===== config.mk =====
export PLATFORM = sky130hd
export DESIGN_NAME = if_id_skid
export DESIGN_NICKNAME = d
export VERILOG_FILES = /design/src/rtl/pipe_pkg.sv /design/src/rtl/sat_counter8.sv /design/src/rtl/if_id_skid.sv
export SDC_FILE = /design/constraint.sdc
export NUM_CORES = 1
export LEC_CHECK = 0
export ABC_AREA = 1
export CELL_PAD_IN_SITES_DETAIL_PLACEMENT = 2
export CELL_PAD_IN_SITES_GLOBAL_PLACEMENT = 2
export CORE_ASPECT_RATIO = 0.5
export CORE_MARGIN = 8
export CORE_UTILIZATION = 29
export DETAILED_ROUTE_END_ITERATION = 12
export PLACE_DENSITY_LB_ADDON = 0.1
export SYNTH_ARGS = -nofsm -noshare
export SYNTH_HDL_FRONTEND = slang
export SYNTH_SLANG_ARGS = --single-unit

===== constraint.sdc =====
create_clock -name clk -period 6.45 [get_ports clk]
set_clock_uncertainty 0.15 [all_clocks]
set_input_delay 0.645 -clock clk [delete_from_list [all_inputs] [get_ports clk]]
set_output_delay 0.645 -clock clk [all_outputs]
set_load 0.02 [all_outputs]

===== src/rtl/pipe_pkg.sv =====
`default_nettype none
// ============================================================================
// Module      : pipe_pkg
// Description : Types and default constants shared by the pipeline boundary
//               registers (IF/ID now, ID/EX later).
//               - NOP_INST_DEF / RESET_ADDR_DEF : parameter defaults
//               - skid_state_e                  : two-entry buffer occupancy
//               - fetch_pkt_t                   : address/instruction pair
// Revision    : 1.0 - initial release
// ============================================================================
package pipe_pkg;

  // RV32I "addi x0, x0, 0", the canonical bubble.
  localparam logic [31:0] NOP_INST_DEF   = 32'h0000_0013;
  localparam logic [31:0] RESET_ADDR_DEF = 32'h0000_0000;

  // Occupancy of a main + skid pair of entries.
  typedef enum logic [1:0] {
    EMPTY = 2'd0,  // main invalid, skid invalid
    ONE   = 2'd1,  // main valid,   skid invalid
    TWO   = 2'd2   // main valid,   skid valid
  } skid_state_e;

  typedef struct packed {
    logic [31:0] addr;
    logic [31:0] inst;
  } fetch_pkt_t;

endpackage
`default_nettype wire


===== src/rtl/sat_counter8.sv =====
`default_nettype none
// ============================================================================
// Module      : sat_counter8
// Description : 8-bit accumulator that saturates at 8'hFF and never wraps.
//               Synchronous active-low clear.
//   clk   in   clock
//   rst   in   synchronous active-low clear
//   inc   in   8-bit increment applied every cycle
//   count out  registered saturating total
// Revision    : 1.0 - initial release
// ============================================================================
module sat_counter8 (
  input  logic       clk,
  input  logic       rst,
  input  logic [7:0] inc,
  output logic [7:0] count
);

  logic [7:0] count_q;
  logic [7:0] count_d;
  logic [8:0] sum;

  // A ninth bit catches the carry so overflow clamps instead of wrapping.
  always_comb begin
    sum     = {1'b0, count_q} + {1'b0, inc};
    count_d = sum[8] ? 8'hFF : sum[7:0];
  end

  always_ff @(posedge clk) begin
    if (!rst) begin
      count_q <= 8'h00;
    end else begin
      count_q <= count_d;
    end
  end

  assign count = count_q;

endmodule
`default_nettype wire


===== src/rtl/if_id_skid.sv =====
`default_nettype none
// ============================================================================
// Module      : if_id_skid
// Description : IF/ID pipeline register with a two-entry (main + skid)
//               buffer so a registered fetch-side ready never loses an
//               instruction when decode stalls. Flush squashes both entries.
//   clk         in   rising-edge clock
//   rst         in   synchronous active-low reset
//   if_addr     in   fetched PC
//   if_inst     in   fetched instruction
//   if_valid    in   fetch data valid (transfer = if_valid & if_ready)
//   if_ready    out  buffer can accept (registered)
//   id_addr     out  PC to decode
//   id_inst     out  instruction to decode (NOP while empty)
//   id_valid    out  decode data valid
//   id_stall    in   decode cannot consume (consume = id_valid & ~id_stall)
//   flush       in   squash all buffered entries
//   flush_drops out  saturating count of entries discarded by flush
// Revision    : 1.0 - initial release
// ============================================================================
module if_id_skid
  import pipe_pkg::*;
#(
  parameter logic [31:0] NOP_INST   = NOP_INST_DEF,
  parameter logic [31:0] RESET_ADDR = RESET_ADDR_DEF
) (
  input  logic        clk,
  input  logic        rst,
  input  logic [31:0] if_addr,
  input  logic [31:0] if_inst,
  input  logic        if_valid,
  output logic        if_ready,
  output logic [31:0] id_addr,
  output logic [31:0] id_inst,
  output logic        id_valid,
  input  logic        id_stall,
  input  logic        flush,
  output logic [7:0]  flush_drops
);

  skid_state_e state_q, state_d;
  fetch_pkt_t  main_q, main_d;
  fetch_pkt_t  skid_q, skid_d;
  logic        id_valid_q, id_valid_d;
  logic        if_ready_q, if_ready_d;

  fetch_pkt_t  in_pkt;
  logic        transfer;
  logic        consume;
  logic        main_dropped;
  logic        skid_dropped;
  logic [7:0]  drop_inc;

  always_comb begin
    in_pkt       = '{addr: if_addr, inst: if_inst};
    transfer     = if_valid & if_ready_q;
    consume      = id_valid_q & ~id_stall;
    // A main entry consumed in the flush cycle reached decode, so it is not a drop.
    main_dropped = (state_q != EMPTY) & ~consume;
    skid_dropped = (state_q == TWO);

    state_d  = state_q;
    main_d   = main_q;
    skid_d   = skid_q;
    drop_inc = 8'h00;

    if (flush) begin
      state_d  = EMPTY;
      drop_inc = {7'd0, main_dropped} + {7'd0, skid_dropped} + {7'd0, transfer};
    end else begin
      unique case (state_q)
        EMPTY: begin
          if (transfer) begin
            main_d  = in_pkt;
            state_d = ONE;
          end
        end
        ONE: begin
          if (consume && transfer) begin
            main_d = in_pkt;
          end else if (consume) begin
            state_d = EMPTY;
          end else if (transfer) begin
            skid_d  = in_pkt;
            state_d = TWO;
          end
        end
        TWO: begin
          // if_ready is low here, so no new entry can arrive this cycle.
          if (consume) begin
            main_d  = skid_q;
            state_d = ONE;
          end
        end
        default: state_d = EMPTY;
      endcase
    end

    // Empty buffer shows a bubble; the stale address is deliberately kept.
    if (state_d == EMPTY) begin
      main_d.inst = NOP_INST;
    end

    id_valid_d = (state_d != EMPTY);
    if_ready_d = (state_d != TWO);
  end

  always_ff @(posedge clk) begin
    if (!rst) begin
      state_q    <= EMPTY;
      main_q     <= '{addr: RESET_ADDR, inst: NOP_INST};
      skid_q     <= '0;
      id_valid_q <= 1'b0;
      if_ready_q <= 1'b1;
    end else begin
      state_q    <= state_d;
      main_q     <= main_d;
      skid_q     <= skid_d;
      id_valid_q <= id_valid_d;
      if_ready_q <= if_ready_d;
    end
  end

  sat_counter8 u_drop_cnt (
    .clk   (clk),
    .rst   (rst),
    .inc   (drop_inc),
    .count (flush_drops)
  );

  assign id_addr  = main_q.addr;
  assign id_inst  = main_q.inst;
  assign id_valid = id_valid_q;
  assign if_ready = if_ready_q;

endmodule
`default_nettype wire


==> metrics.md, run 1 <==
| Metric | Value |
|---|---|
| Result of the run | complete, no violations |
| Remaining design rule violation count | 0 |
| Post-detail-place hpwl | 13500 um |
| Warnings, synthesis | 0 |
| Clock-pin slew on the worst setup and hold paths | 60 ps |
| Synthesized instance count | roughly 910 |
| Synth-to-Final Area Change | 36.1% |
| Data required time of the critical path | 6670 ps |
| Clk sinks | 140 |
| Core box area | 20600 um2 |
| Power share of the clock group | 0.484 |
| Hold crit path type | flop to flop |
| Post-cts sizing count | 0 |
| Crit start category | flop |
| Slew Limit Fails | 0 |
| Quantity of hold-fixing buffers added after cts | 0 |
| Count of H-tree levels built during CTS | 4 |
| Worst slack on hold paths | 295 ps |
| Number of buffers between clock root and the deepest sink | 2 |
| Average wire per cell in the routed design | 15.5 um |
| Share of synthesized cell area in full adder, half adder and majority cells | 0.0107 |
| Number of stages on the worst hold path | 2 |
| Layout cells sized above 1 | 0.0386 |
| Endpoint with the worst hold slack | skid_q[38] |
| Flops & latches, synth | 140 |
| Share of the core filled with cells | 0.403 |
| Switching fraction of total power | 0.236 |
| Startpoint of the most critical register-to-register path | state_q[0] |
| Reported max-cap violation count | 0 |
| Die Wd | 221 um |
| RSZ-0062 raised after global routing | false |
| Multiplexer share of the synthesized area | 0 |
| Relative slew margins | 0.274 |
| Port buffer count | around 140 |
| Worst vdd rail ir drop | 0.167 mV |
| Number of enable flip-flop cells after synthesis | 0 |
| Drt via density | 4.61 |
| Die height | 119 um |
| Largest family of logic cells by synthesized area | simple AND/OR/NAND/NOR gates |
| Post-synthesis instance area | between 6000 and 7000 um2 |
| Leak | ~3.6 nW |
| Detailed Route Iter0 Violations | 207 |
| Logic gate share of total power | 0.112 |
| Final GP Congestion | 0.776 |
| First-pass GRT wire length | around 34000 um |
| Avg Cell Area, Syn | 6.67 um2 |
| Antenna Violating Nets Remaining | 0 |
| Yosys top cell by area | sky130_fd_sc_hd__dfxtp_1 |
| Total congestion overflow after global routing | 0 |
| Proportion of netlist area held by the largest area contributor | 0.460 |
| Tcrit/Tclk final | 0.575 |
| Setup TNS | 0 ps |
| Overall Power | approximately 2.3 mW |
| Synth Area in Compound Gates | 0.164 |
| R2r worst-path depth | 14 |
| Commonest cells in the synthesized netlist | sky130_fd_sc_hd__nand2_1 (188), sky130_fd_sc_hd__nor2_1 (171), sky130_fd_sc_hd__inv_1 (143), sky130_fd_sc_hd__dfxtp_1 (140), sky130_fd_sc_hd__o21ai_0 (125) |
| Length of the first detailed-routing pass in iterations | 4 |
| Cell chosen for the clock root | sky130_fd_sc_hd__clkbuf_16 |
| Top cell by count, worst path | sky130_fd_sc_hd__nand2_1 |
| Cell types with the largest area share after synthesis | sky130_fd_sc_hd__dfxtp_1 (46%), sky130_fd_sc_hd__nand2_1 (12%), sky130_fd_sc_hd__nor2_1 (11%) |
| Critical Path AT | 3920 ps |
| Worst path cell trace | inv_1 > nand2_4 > fa_1 > nor2_1 > ha_1 > inv_1 > fa_1 > nor2_1 > nand2_1 > nor2_1 > nand2_1 > nand2_1 > nand2_1 > inv_1 |
| Starting Density | 0.296 |
| TritonCTS clock tree | yes |
| Detailed-route via count | ~6000 |
| Postcts setup bufs | 0 |
| Placed standard-cell area | 7650 um2 |
| Total Routed Length | 20300 um |
| Crit Path Max Fanout | 97 |
| Net count of the mapped netlist | 987 |
| Final-stage net count | 1099 |
| Post-Synth XOR/XNOR Area | 0.00287 |
| Clock insertion delay at the later pin of the skew report | around 430 ps |
| Relative contribution of sequential cells to total power | 0.403 |
| Hold violation count in the final report | 0 |
| Most used DFF post-synth | sky130_fd_sc_hd__dfxtp_1 |
| Unique masters post-synth | 24 |
| Post-route standard cell area excluding fillers | slightly above 8000 um2 |
| Count of boundary I/O pins | 143 |
| Highest cell delay on the worst timing path | between 700 and 800 ps |
| CP max stage cell | sky130_fd_sc_hd__nand2_4 |
| Sequential fraction of the synthesis area | 0.460 |
| Reg2reg setup slack | 2740 ps |
| Worst reg2reg path endpoint | u_drop_cnt.count[3] |
| Hold path startpoint | skid_q[38] |
| Achievable frequency | 270 MHz |
| Global router's overall resource usage | 0.156 |
| Internal power | about 1.7 mW |
| Critical Path Sink Type | flop |
| Antenna violations before repair | 0 |
| Switch Pwr | between 500 and 600 uW |
| Die Footprint | between 20000 and 30000 um2 |
| Via count of the first global-routing pass | around 6500 |
| Asr flop ratio synth | 0 |
| Category of the most critical setup path | flop to flop |
| Power per unit of standard cell area | roughly 270 nW/um2 |
| Maximum number of pins on one net before global-route repair | 98 |
| Total of endpoints with negative setup slack in the final report | 0 |
| Number of core rows | 37 |
| Number of inserted diodes | 0 |
| Post-synthesis share of cell area spent on and, or, nand and nor gates | 0.231 |
| Final critical path time including I/O delays and setup | 3710 ps |
| Worst slew pin tran | between 1000 and 1500 ps |
| CTS Buf Count | 17 |
| Dominant cell by count in the synthesized netlist | sky130_fd_sc_hd__nand2_1 |
worst max path at each step:
stage                          start                  end  slack, ps  depth (start not counted)
after floorplan           state_q[0]  u_drop_cnt.count[5]       3600                         16
after global placement      id_stall  u_drop_cnt.count[5]       2890                         16
after detailed placement  state_q[0]  u_drop_cnt.count[3]       2730                         14
after CTS                 state_q[0]  u_drop_cnt.count[3]       2690                         14
after global routing      state_q[0]  u_drop_cnt.count[5]       2380                         14
final                     state_q[0]  u_drop_cnt.count[3]       2740                         14
logic make-up (layout without fill, tap and decap cells):
logic type | after synthesis | after routing
AOI/OAI and AO/OA | 199 | 199
xor gates and xnor gates | 2 | 2
adders and majority gates | 4 | 4
buffers and inverters | 199 | 322
DFF | 140 | 140
and+or+nand+nor | 370 | 370
metrics by stage:
| step | std cells | setup WS [ps] |
|---|---|---|
| after floorplan | 914 | 3600 |
| after global placement | 1280 | 2890 |
| after detailed placement | 1280 | 2730 |
| after CTS | 1310 | 2690 |
| after global routing | 1310 | 2380 |
| final | 1310 | 2740 |
critical path, delay by kind of cell, from the launching register on:
kind | cells | cell delay (ps)
AND/OR/NAND/NOR | 8 | 1680
adder cells (fa/ha/maj) | 3 | 1140
flip-flops | 1 | 420
buffers and inverters | 3 | 240
per-layer routing:
metal / global-route usage / wire length (um) / up-vias
li1: - / - / 2996
met1: 0.181 / 9180 / 2956
met2: 0.283 / 10300 / 72
met3: 0.0353 / 554 / 19
met4: 0.0572 / 273 / 0
met5: 0 / 0 / -
power by group through the flow:
| stage | Sequential (mW) | Combinational [mW] | Clock (mW) |
|---|---|---|---|
| finish | 0.914 | 0.255 | 1.10 |
| global route | 0.918 | 0.286 | 1.16 |
| CTS | 0.915 | 0.262 | 1.13 |
| detailed placement | 0.934 | 0.259 | 0 |
| global placement | 0.932 | 0.253 | 0 |
| floorplan | 0.955 | 0.110 | 0 |
registers in the layout, indices dropped and copies added (netlist names):
register,count
state_q,2
id_valid,1
id_inst,32
if_ready,1
skid_q,64
u_drop_cnt.count,8
id_addr,32
final cells by class:
| type | instances | area [um2] |
|---|---|---|
| well taps | 273 | 342 |
| repair buffers | 147 | 1450 |
| flip-flops and latches | 140 | 2800 |
| clock inverters | 7 | 160 |
| multi-input cells | 575 | 2510 |
| fillers | 2427 | 12300 |
| inverters | 145 | 544 |
| clock buffers | 23 | 488 |
cells in the final DEF, fill, tap and decap left out, drive strengths merged, types with 2 or more instances in the layout:
cell           netlist  routed
nand2              188     188
bufinv               0       5
clkinv               1       3
a21oi               69      69
nor2               172     172
fa                   2       2
ha                   2       2
dfxtp              140     140
nand3                8       8
o21ai              129     129
clkbuf              18      23
clkdlybuf4s50        0     141
buf                 36       6
inv                144     144
No activity file was read; power rests on OpenSTA's default activity.
==> run 2, diff against run 1 <==
--- a/config.mk
+++ b/config.mk
@@ -10,7 +10,7 @@
 export CELL_PAD_IN_SITES_GLOBAL_PLACEMENT = 2
 export CORE_ASPECT_RATIO = 0.5
 export CORE_MARGIN = 8
-export CORE_UTILIZATION = 29
+export CORE_UTILIZATION = 27
 export DETAILED_ROUTE_END_ITERATION = 12
 export PLACE_DENSITY_LB_ADDON = 0.1
 export SYNTH_ARGS = -nofsm -noshare
==> constraint.sdc (replaced) <==
create_clock -name clk -period 3.5 [get_ports clk]
set_clock_uncertainty 0.15 [all_clocks]
set_input_delay 0.35 -clock clk [delete_from_list [all_inputs] [get_ports clk]]
set_output_delay 0.35 -clock clk [all_outputs]
set_load 0.02 [all_outputs]
==> metrics.md, run 2 (synthesis results as in run 1) <==
| Metric | Value |
|---|---|
| Synth-to-Final Area Change | 35.5% |
| Critical Path AT | 3310 ps |
| Die Wd | approximately 230 um |
| Core box area | 22500 um2 |
| Quantity of hold-fixing buffers added after cts | 0 |
| Length of the first detailed-routing pass in iterations | 4 |
| Worst vdd rail ir drop | 0.309 mV |
| Antenna violations before repair | 0 |
| Post-detail-place hpwl | 13900 um |
| Drt via density | 4.46 |
| Worst path cell trace | nor2_1 > inv_1 > nand2_1 > fa_1 > nor2_1 > ha_1 > inv_1 > fa_1 > nor2_1 > nand2_1 > nor2_1 > nand2_1 > nand3_1 > nand2_1 > inv_1 |
| Reported max-cap violation count | 0 |
| Remaining design rule violation count | 0 |
| Maximum number of pins on one net before global-route repair | between 90 and 100 |
| Leak | 3.61 nW |
| Layout cells sized above 1 | 0.0376 |
| Cell chosen for the clock root | sky130_fd_sc_hd__clkbuf_16 |
| Relative contribution of sequential cells to total power | 0.446 |
| Category of the most critical setup path | flop to flop |
| Hold violation count in the final report | 0 |
| Via count of the first global-routing pass | 6425 |
| Die height | 122 um |
| Tcrit/Tclk final | 0.881 |
| Total Routed Length | roughly 21000 um |
| Crit start category | flop |
| Clk sinks | 140 |
| Most frequent standard cell in the layout excluding fill and tap cells | sky130_fd_sc_hd__nand2_1 |
| Clock-pin slew on the worst setup and hold paths | 50 ps |
| Detailed Route Iter0 Violations | 172 |
| Detailed-route via count | 5998 |
| Total congestion overflow after global routing | 0 |
| Hold crit path type | flop to flop |
| Port buffer count | ~140 |
| CP max stage cell | sky130_fd_sc_hd__fa_1 |
| Antenna Violating Nets Remaining | 0 |
| Final critical path time including I/O delays and setup | a little over 3000 ps |
| Internal power | approximately 2.8 mW |
| Clock insertion delay at the later pin of the skew report | 420 ps |
| Crit Path Max Fanout | 6 |
| Count of boundary I/O pins | approximately 140 |
| CTS Buf Count | 17 |
| Number of buffers between clock root and the deepest sink | 2 |
| Critical Path Sink Type | flop |
| RSZ-0062 raised after global routing | false |
| First-pass GRT wire length | 33400 um |
| Switching fraction of total power | 0.252 |
| Max reg flops | 64 |
| Highest cell delay on the worst timing path | 490 ps |
| Result of the run | complete, no violations |
| Count of H-tree levels built during CTS | 4 |
| Global router's overall resource usage | 0.150 |
| Data required time of the critical path | 3720 ps |
| Relative slew margins | 0.303 |
| Number of inserted diodes | 0 |
| Slew Limit Fails | 0 |
| Number of core rows | 39 |
| Die Footprint | about 28000 um2 |
| Average wire per cell in the routed design | ~15 um |
| Logic gate share of total power | 0.127 |
| Cell Count, Final, Fillers Out | 1344 |
| Power per unit of standard cell area | 457 nW/um2 |
| Final-stage net count | 1102 |
| Buffers and inverters on the worst path | 3 |
| Biggest register | skid_q |
| Worst slew pin tran | between 1000 and 1500 ps |
| Post-cts sizing count | 0 |
| Leading cell types in the layout, fill and taps excluded | sky130_fd_sc_hd__nand2_1 (186), sky130_fd_sc_hd__nor2_1 (171), sky130_fd_sc_hd__inv_1 (143), sky130_fd_sc_hd__clkdlybuf4s50_1 (141), sky130_fd_sc_hd__dfxtp_1 (140) |
| Inst Count DP | 1317 |
| Final GP Congestion | between 0.7 and 0.8 |
| Setup TNS | 0 ps |
| Postcts setup bufs | 0 |
| Starting Density | 0.271 |
| Power share of the clock group | 0.427 |
| Switch Pwr | roughly 950 uW |
| Family with the most delay on the worst path | simple AND/OR/NAND/NOR gates |
| Achievable frequency | roughly 320 MHz |
| Total of endpoints with negative setup slack in the final report | 0 |
| TritonCTS clock tree | yes |
run 2: area by class of cell:
| type | count | area (um2) |
|---|---|---|
| clock buffers | 24 | 492 |
| clock inverters | 3 | 15.0 |
| fillers | 2680 | 14200 |
| inverters | 145 | 544 |
| multi-input cells | 575 | 2520 |
| flip-flops and latches | 140 | 2800 |
| well taps | 307 | 384 |
| repair buffers | 150 | 1500 |
run 2: final timing paths:
kind / slack, ps / cells past startpoint / startpoint / end
max: 420 / 15 / state_q[1] / u_drop_cnt.count[4]
min: 290 / 2 / id_addr[27] / id_addr[27]
max reg2reg: 420 / 15 / state_q[1] / u_drop_cnt.count[4]
min reg2reg: 290 / 2 / id_addr[27] / id_addr[27]
run 2: power by group through the flow:
stage	clock network [mW]	logic, mW	registers [mW]
after floorplan	0	0.202	1.76
after CTS	1.69	0.492	1.68
after global placement	0	0.477	1.72
after detailed placement	0	0.487	1.72
final	1.61	0.479	1.68
after global routing	1.75	0.537	1.69
run 2: per-layer routing:
metal	routed length [um]	GRT usage	up-vias
met5	0	0	-
met4	227	0.0423	0
met3	900	0.0480	18
met2	9260	0.248	74
met1	10200	0.189	2901
li1	-	-	3005
run 2: worst reg2reg max path, stage by stage, from the launching register on:
cell	delay [ps]
sky130_fd_sc_hd__dfxtp_1	430
sky130_fd_sc_hd__nor2_1	110
sky130_fd_sc_hd__inv_1	60
sky130_fd_sc_hd__nand2_1	130
sky130_fd_sc_hd__fa_1	490
sky130_fd_sc_hd__nor2_1	160
sky130_fd_sc_hd__ha_1	190
sky130_fd_sc_hd__inv_1	60
sky130_fd_sc_hd__fa_1	400
sky130_fd_sc_hd__nor2_1	150
sky130_fd_sc_hd__nand2_1	90
sky130_fd_sc_hd__nor2_1	180
sky130_fd_sc_hd__nand2_1	200
sky130_fd_sc_hd__nand3_1	120
sky130_fd_sc_hd__nand2_1	50
sky130_fd_sc_hd__inv_1	70
run 2: stage by stage:
stage               cell area (um2)  setup slack, ps  hold WS, ps  power [mW]   util
floorplan                      6100              652          275        1.96      -
global placement               7750              141          284        2.19  0.345
detailed placement             7750             56.2          290        2.21  0.345
CTS                            8260              359          299        3.87  0.367
global route                   8260             90.4          323        3.97  0.367
finish                         8260              415          293        3.77  0.367
==> run 3, diff against run 2 <==
--- a/config.mk
+++ b/config.mk
@@ -11,8 +11,9 @@
 export CORE_ASPECT_RATIO = 0.5
 export CORE_MARGIN = 8
 export CORE_UTILIZATION = 27
+export CTS_CLUSTER_DIAMETER = 30
 export DETAILED_ROUTE_END_ITERATION = 12
-export PLACE_DENSITY_LB_ADDON = 0.1
+export PLACE_DENSITY_LB_ADDON = 0.08
 export SYNTH_ARGS = -nofsm -noshare
 export SYNTH_HDL_FRONTEND = slang
 export SYNTH_SLANG_ARGS = --single-unit
==> metrics.md, run 3 (synthesis results as in run 1) <==
| Metric | Value |
|---|---|
| Critical Path Sink Type | flop |
| Max reg flops | 64 |
| Maximum number of pins on one net before global-route repair | 97 |
| Launching element of the worst setup path | state_q[0] |
| First-pass GRT wire length | 33900 um |
| Port buffer count | 142 |
| CTS Buf Count | 17 |
| Core box area | 22500 um2 |
| Clock-pin slew on the worst setup and hold paths | 60 ps |
| Clock insertion delay at the later pin of the skew report | 430 ps |
| Overall Power | 4.01 mW |
| Worst vdd rail ir drop | approximately 0.33 mV |
| Detailed-route via count | 6000 |
| Remaining design rule violation count | 0 |
| Worst slew pin tran | 1010 ps |
| Drt via density | 4.45 |
| Die Wd | 229 um |
| Reg2reg setup slack | 500 ps |
| Result of the run | complete, no violations |
| Tcrit/Tclk final | 0.857 |
| Cell chosen for the clock root | sky130_fd_sc_hd__clkbuf_16 |
| Antenna Violating Nets Remaining | 0 |
| Final GP Congestion | 0.734 |
| Power per unit of standard cell area | 482 nW/um2 |
| Number of core rows | 39 |
| Hold path startpoint | id_addr[29] |
| Post-cts sizing count | 0 |
| Final critical path time including I/O delays and setup | 3000 ps |
| Relative slew margins | 0.327 |
| Count of H-tree levels built during CTS | 4 |
| Crit Path Max Fanout | 6 |
| Total Routed Length | roughly 21000 um |
| End of the critical path | u_drop_cnt.count[4] |
| Leading cell types in the layout, fill and taps excluded | sky130_fd_sc_hd__nand2_1 (186), sky130_fd_sc_hd__nor2_1 (171), sky130_fd_sc_hd__inv_1 (143), sky130_fd_sc_hd__clkdlybuf4s50_1 (141), sky130_fd_sc_hd__dfxtp_1 (140) |
| Setup TNS | 0 ps |
| Average wire per cell in the routed design | between 15 and 20 um |
| Slew Limit Fails | 0 |
| Achievable frequency | 333 MHz |
| Post-detail-place hpwl | 14100 um |
| Hold violation count in the final report | 0 |
| Worst reg2reg path endpoint | u_drop_cnt.count[4] |
| Cell Count, Final, Fillers Out | 1347 |
| Worst path cell trace | nor2_1 > inv_1 > nand2_1 > fa_1 > nor2_1 > ha_1 > inv_1 > fa_1 > nor2_1 > nand2_1 > nor2_1 > nand2_1 > nand3_1 > nand2_1 > inv_1 |
| Final-stage net count | between 1000 and 1500 |
| R2r worst-path depth | 15 |
| Starting Density | 0.271 |
| Postcts setup bufs | 0 |
| Startpoint of the most critical register-to-register path | state_q[0] |
| Critical Path AT | 3230 ps |
| Die height | 122 um |
| Highest cell delay on the worst timing path | around 480 ps |
| Category of the most critical setup path | flop to flop |
| RSZ-0062 raised after global routing | false |
| Length of the first detailed-routing pass in iterations | 4 |
| Reported max-cap violation count | 0 |
| Clk sinks | 140 |
| Via count of the first global-routing pass | 6382 |
| Die Footprint | 27900 um2 |
| Detailed Route Iter0 Violations | 211 |
| CP max stage cell | sky130_fd_sc_hd__fa_1 |
| Antenna violations before repair | 0 |
| Layout cells sized above 1 | 0.0413 |
| Quantity of hold-fixing buffers added after cts | 0 |
| Hold crit path type | flop to flop |
| Global router's overall resource usage | 0.152 |
| Total congestion overflow after global routing | 0 |
| Count of boundary I/O pins | 143 |
| Leak | 3.64 nW |
| Number of buffers between clock root and the deepest sink | 2 |
| Most frequent standard cell in the layout excluding fill and tap cells | sky130_fd_sc_hd__nand2_1 |
| Inst Count DP | approximately 1300 |
| TritonCTS clock tree | yes |
| Biggest register | skid_q |
| Total of endpoints with negative setup slack in the final report | 0 |
| Crit start category | flop |
| Number of inserted diodes | 0 |
| Worst slack on hold paths | 294 ps |
| Synth-to-Final Area Change | 36.5% |
| Data required time of the critical path | 3730 ps |
run 3: changes by cell type in the layout (fill, tap and decap cells not counted), sizes merged:
| cell | change |
|---|---|
| bufinv | +3 |
| clkbuf | -3 |
| clkinv | +3 |
run 3: where the power goes:
group	internal, mW	total, mW	switching, mW
logic	0.210	0.473	0.264
clock network	1.14	1.85	0.708
registers	1.65	1.68	0.0322
run 3: layout make-up:
type                       count  area, um2
fill                        2700      14200
sequential                   140       2800
multi-input combinational    575       2520
timing repair buffer         150       1490
inverter                     145        544
clock buffer                  21        460
tap                          307        384
clock inverter                 9        120
run 3: worst min-delay path by stage:
stage,to,slack (ps),cells past startpoint
finish,id_addr[29],290,2
global route,id_addr[10],320,2
CTS,id_addr[29],300,2
detailed placement,id_addr[29],290,2
global placement,id_addr[7],280,2
floorplan,skid_q[34],270,2
run 3: stage by stage:
step	utilization	setup WS [ps]	cell area, um2
2_1_floorplan	-	652	6100
3_3_place_gp	0.344	148	7740
3_5_place_dp	0.344	125	7740
4_1_cts	0.370	445	8320
5_1_grt	0.370	185	8320
6_report	0.370	499	8320
run 3: metal layers:
layer	global-route usage	routed length [um]
met5	0	0
met4	0.0419	235
met3	0.0459	791
met2	0.243	9310
met1	0.200	10600
run 3: worst max-delay path, delay by kind of cell, from the launching register on:
| kind | cells | cell delay (ps) |
|---|---|---|
| adders and majority gates | 3 | 1060 |
| buffers and inverters | 3 | 190 |
| DFF | 1 | 440 |
| and+or+nand+nor | 9 | 1110 |
